File: src/rtl/instruction_sequencer.sv
// instruction_sequencer
//   Buffers a short program of 16-bit instructions written by a host and then
//   issues them in order, holding each word for HOLD_CYCLES clocks.
//
//   Ports
//     clk          clock, all state on posedge
//     reset        synchronous reset, active-low
//     load_en      append load_data to the buffer (IDLE only)
//     load_data    instruction word to append
//     load_ready   a load_en this cycle would be accepted
//     clear        empty the buffer and clear overflow (IDLE only)
//     start        begin issuing buffer[0..count-1]
//     abort        stop issuing, return to IDLE
//     instruction  word presented to the processor
//     instr_valid  instruction is a real program word
//     busy         high while issuing
//     done         one-cycle pulse after the last hold completes
//     overflow     sticky, load_en seen while full
//     count        number of words loaded
//     pc           index of the word being issued
//
//   state | meaning
//   ------+---------------------------------------------
//   IDLE  | accept loads / clear / start
//   RUN   | presenting prog_mem[pc], hold timer counting
//   DONE  | one-cycle done pulse, then back to IDLE
module instruction_sequencer #(
  parameter int          DEPTH       = 16,
  parameter int          HOLD_CYCLES = 4,
  parameter logic [15:0] IDLE_INSTR  = 16'h0000
) (
  input  logic                     clk,
  input  logic                     reset,
  input  logic                     load_en,
  input  logic [15:0]              load_data,
  output logic                     load_ready,
  input  logic                     clear,
  input  logic                     start,
  input  logic                     abort,
  output logic [15:0]              instruction,
  output logic                     instr_valid,
  output logic                     busy,
  output logic                     done,
  output logic                     overflow,
  output logic [$clog2(DEPTH):0]   count,
  output logic [$clog2(DEPTH)-1:0] pc
);

  localparam int CW = $clog2(DEPTH) + 1;
  localparam int PW = $clog2(DEPTH);
  localparam int HW = $clog2(HOLD_CYCLES) + 1;
  localparam logic [CW-1:0] FULL      = CW'(DEPTH);
  localparam logic [HW-1:0] HOLD_LOAD = HW'(HOLD_CYCLES - 1);

  typedef enum logic [1:0] {S_IDLE = 2'd0, S_RUN = 2'd1, S_DONE = 2'd2} state_t;

  state_t        state, state_nxt;
  logic [15:0]   prog_mem [DEPTH];
  logic [HW-1:0] hold, hold_nxt;
  logic [CW-1:0] count_nxt;
  logic [PW-1:0] pc_nxt;
  logic          overflow_nxt;
  logic          wr_en;
  logic [15:0]   instruction_nxt;
  logic          instr_valid_nxt, busy_nxt, done_nxt, load_ready_nxt;

  logic hold_zero, last_word, start_ok;
  assign hold_zero = (hold == '0);
  assign last_word = (CW'(pc) == count - CW'(1));
  assign start_ok  = start && (count != '0);

  // State and all output registers
  always_ff @(posedge clk) begin
    if (!reset) begin
      state       <= S_IDLE;
      count       <= '0;
      pc          <= '0;
      hold        <= '0;
      overflow    <= 1'b0;
      instruction <= IDLE_INSTR;
      instr_valid <= 1'b0;
      busy        <= 1'b0;
      done        <= 1'b0;
      load_ready  <= 1'b1;
    end else begin
      state       <= state_nxt;
      count       <= count_nxt;
      pc          <= pc_nxt;
      hold        <= hold_nxt;
      overflow    <= overflow_nxt;
      instruction <= instruction_nxt;
      instr_valid <= instr_valid_nxt;
      busy        <= busy_nxt;
      done        <= done_nxt;
      load_ready  <= load_ready_nxt;
    end
  end

  // Buffer contents are don't-care after reset, so no reset here
  always_ff @(posedge clk) begin
    if (wr_en) prog_mem[count[PW-1:0]] <= load_data;
  end

  // Next-state
  always_comb begin
    state_nxt = state;
    case (state)
      S_IDLE: if (start_ok) state_nxt = S_RUN;
      S_RUN: begin
        if (abort)                       state_nxt = S_IDLE;
        else if (hold_zero && last_word) state_nxt = S_DONE;
      end
      S_DONE:  state_nxt = S_IDLE;
      default: state_nxt = S_IDLE;
    endcase
  end

  // Datapath next values and registered-output next values
  always_comb begin
    count_nxt    = count;
    pc_nxt       = pc;
    hold_nxt     = hold;
    overflow_nxt = overflow;
    wr_en        = 1'b0;
    case (state)
      S_IDLE: begin
        // start beats clear, and clear beats load_en
        if (start_ok) begin
          pc_nxt   = '0;
          hold_nxt = HOLD_LOAD;
        end else if (clear) begin
          count_nxt    = '0;
          overflow_nxt = 1'b0;
        end else if (load_en) begin
          if (count < FULL) begin
            wr_en     = 1'b1;
            count_nxt = count + CW'(1);
          end else begin
            overflow_nxt = 1'b1;
          end
        end
      end
      S_RUN: begin
        if (abort) begin
          pc_nxt   = '0;
          hold_nxt = '0;
        end else if (hold_zero) begin
          if (!last_word) begin
            pc_nxt   = pc + PW'(1);
            hold_nxt = HOLD_LOAD;
          end
        end else begin
          hold_nxt = hold - HW'(1);
        end
      end
      S_DONE: begin
        pc_nxt   = '0;
        hold_nxt = '0;
      end
      default: begin
        pc_nxt   = '0;
        hold_nxt = '0;
      end
    endcase

    instr_valid_nxt = (state_nxt == S_RUN);
    busy_nxt        = (state_nxt == S_RUN);
    done_nxt        = (state_nxt == S_DONE);
    instruction_nxt = (state_nxt == S_RUN) ? prog_mem[pc_nxt] : IDLE_INSTR;
    load_ready_nxt  = (state_nxt == S_IDLE) && (count_nxt < FULL);
  end

endmodule

File: config.mk
export PLATFORM = sky130hd
export DESIGN_NAME = instruction_sequencer
export DESIGN_NICKNAME = d
export VERILOG_FILES = /design/src/rtl/instruction_sequencer.sv
export SDC_FILE = /design/constraint.sdc
export NUM_CORES = 1
export LEC_CHECK = 0
export CORE_ASPECT_RATIO = 1.2
export CORE_MARGIN = 3
export CORE_UTILIZATION = 65
export CTS_BUF_LIST = sky130_fd_sc_hd__clkbuf_8
export DETAILED_ROUTE_END_ITERATION = 10
export PLACE_DENSITY = 0.89
export SLEW_MARGIN = 40
export SYNTH_ARGS = -nofsm -noshare
export SYNTH_HDL_FRONTEND = slang
export SYNTH_SLANG_ARGS = --single-unit
export TNS_END_PERCENT = 100
File: constraint.sdc
create_clock -name clk -period 8.53 [get_ports clk]
set_input_delay 0.853 -clock clk [delete_from_list [all_inputs] [get_ports clk]]
set_output_delay 0.853 -clock clk [all_outputs]
set_load 0.1 [all_outputs]
==> reports/qor.txt <==
total gr overflow: 0
Clock power frac: 0.396
crit-path max FO: 27
Syn. warnings: 0
Synth Register Bits: 290
Routed Antenna Nets: 0
Post-Syn Nets: 1017
initial antenna violation count: 0
nets: 1057
Sw Ratio: 0.2501
Psw: 770.0 µW
Post-CTS Setup Repair Bufs: 0
Syn-to-layout area delta: 12.07%
GRT Util Overall: 0.3211
clk slew on worst S/H paths: 70 ps
CTS HTree Levels: 2
Synth async-reset ratio: 0
RSZ-0062 raised after global routing: no
Pleak: 4.961 nW
FMAX: 0.2149 GHz
Post-synth EDFFs: 256
Mapped Cells: 987
final cell count without fillers: 1316
Multi-input gate area: 3864 µm²
Starting Density: 0.6648
Diodes inserted: 0
synth unique cells: 60
Pre-antenna DRT Iters: 7
Die Y: 158.7 µm
CTS Hold Buffers Added: 0
RD Place Congestion: 0.8405
setup TNS: 0 ps
Die Footprint: 21140 µm²
Clock Sinks: 290
post-synth top area share: 0.6089
# resized after CTS: 0
first-pass GRT wire length: 51680 µm
status: completed
Avg WL per Cell: 26.22 µm
die width: 133.2 µm
peak supply drop: 0.0001795 V
data arrival time of the worst path: 5100 ps
Req. time, crit path: 8970 ps
Routed Wire Length: 34510 µm
Root Buffer: clkbuf_8
Final Slew Violations: 0
Avg Cell Area, Syn: 12.79 µm²
pwr dens: 217.6 nW/µm²
Filler cells: 1131
count leader, synth: edfxtp_1
post-place setup slack: 3723 ps
Port-buffer cells: 51
Flop pwr share: 0.510
Skew-Pair Late Insertion Delay: 550 ps
Cell Rows: 55
share of total power in combinational logic: 0.093
sequential cell area: 8368 µm²
io pins: 52
detailed placement HPWL: 18520 µm
WS Path Type: flop to flop
Final setup violation count: 0
Int Pwr: 2.309 mW
DRC Markers: 0
Num CTS Buffers: 42
core region area: 18990 µm²
routed via count: 9357
worst hold path type: flop to flop
Final WS setup: 3876 ps
Synth Flop Type: edfxtp_1
vias in the first global route: 9043
CTS Buffer Depth: 3
Seq/Total Area, Yosys: 0.6628
min Tclk post-route: 4654 ps
TritonCTS clock tree: built
worst-margin pin slew: 956.7 ps
top cells by count, synth: edfxtp_1, nand2_1, a21oi_1, clkbuf_1, nor2_1
most area-consuming cells after synthesis: edfxtp_1, dfxtp_1, nand2_1
worst clock skew: 23.32 ps
vias per cell: 7.110
CP startpoint kind: flop
slew margin rel.: 0.3613
Max-cap violations: 0
Syn Std Cell Area: 12630 µm²
DRT iter0 DRCs: 1675
placed insts: 1238
layout cell share with drive strength beyond 1: 0.1604
largest net degree at the start of global routing: 58
Final Hold Violating Endpoints: 0
Critical Path End Type: flop
fin crit share: 0.5456
largest area contributor in the netlist: edfxtp_1
[power by group through the flow]
stage | logic [mW] | registers (mW) | clock network [mW]
floorplan | 0.154 | 1.64 | 0
global placement | 0.271 | 1.60 | 0
detailed placement | 0.273 | 1.60 | 0
CTS | 0.277 | 1.57 | 1.22
global route | 0.303 | 1.57 | 1.28
finish | 0.287 | 1.57 | 1.22
[flip-flops by register name, summed over array words and instances, names as in the netlist]
register	cells
prog_mem	256
instruction	16
count	5
pc	4
hold	3
state	2
busy	1
done	1
load_ready	1
overflow	1
[final timing paths]
path                            slack [ps]  cells past startpoint             startpoint                        end
worst max-delay path                  3880                     10  count[0]$_SDFFE_PN0P_  instruction[5]$_SDFF_PN0_
worst min-delay path                   490                      2  overflow$_SDFFE_PN0P_      overflow$_SDFFE_PN0P_
worst max register to register        3880                     10  count[0]$_SDFFE_PN0P_  instruction[5]$_SDFF_PN0_
worst min register to register         490                      2  overflow$_SDFFE_PN0P_      overflow$_SDFFE_PN0P_
[kinds of logic (layout without fill, tap and decap cells)]
logic type                 count (synthesis)  after routing  share of synthesized area
AOI/OAI and AO/OA                        250            250                     0.1514
xor gates and xnor gates                   8              8                   0.006145
adders and majority gates                  8              8                   0.007928
buffers and inverters                    108            181                    0.03776
DFF                                      290            290                     0.6628
muxes                                     20             20                    0.01734
and+or+nand+nor                          303            303                     0.1166
[placed cells by master, fill, tap and decap left out, types with 20 or more instances in the layout]
master,count
buf_2,30
buf_4,31
nand2_1,128
a21oi_1,69
nor3_1,24
inv_1,28
o2111ai_1,20
edfxtp_1,256
nand3_1,25
nor2_1,41
clkbuf_8,45
nand4_1,32
o211ai_1,21
clkdlybuf4s50_1,21
dfxtp_1,34
[layer usage]
| metal | share of wire | global-route usage | wire (µm) | vias to the layer above |
|---|---|---|---|---|
| li1 | - | - | - | 3954 |
| met5 | 0 | 0 | 0 | - |
| met4 | 0.061 | 0.1774 | 2103 | 0 |
| met1 | 0.34 | 0.4029 | 11700 | 4399 |
| met3 | 0.13 | 0.08407 | 4467 | 177 |
| met2 | 0.47 | 0.5172 | 16230 | 827 |
[final cells by class]
class / count / share of cell area
tap: 256 / 0.02264
sequential: 290 / 0.5914
timing repair buffer: 83 / 0.04271
clock inverter: 32 / 0.02087
clock buffer: 45 / 0.04377
multi-input combinational: 589 / 0.2731
inverter: 21 / 0.005571
[per-stage QoR]
| stage | hold WS, ps | power, mW | utilization | area [µm²] |
|---|---|---|---|---|
| 2_1_floorplan | 477.1 | 1.796 | - | 12630 |
| 3_3_place_gp | 454.6 | 1.872 | 0.7018 | 13330 |
| 3_5_place_dp | 475.8 | 1.873 | 0.6957 | 13210 |
| 4_1_cts | 497.2 | 3.068 | 0.7438 | 14130 |
| 5_1_grt | 561.5 | 3.158 | 0.7450 | 14150 |
| 6_report | 489.6 | 3.079 | 0.7450 | 14150 |
[critical path, cell delays in order (launching register included)]
cell	delay (ps)
dfxtp_1	520
inv_1	140
ha_1	340
xnor2_1	140
nor2_2	610
o211a_2	730
mux2i_1	450
nor2b_2	820
a32oi_1	330
o2111a_1	240
a41o_1	200
Power figures use the tool's default switching activity.
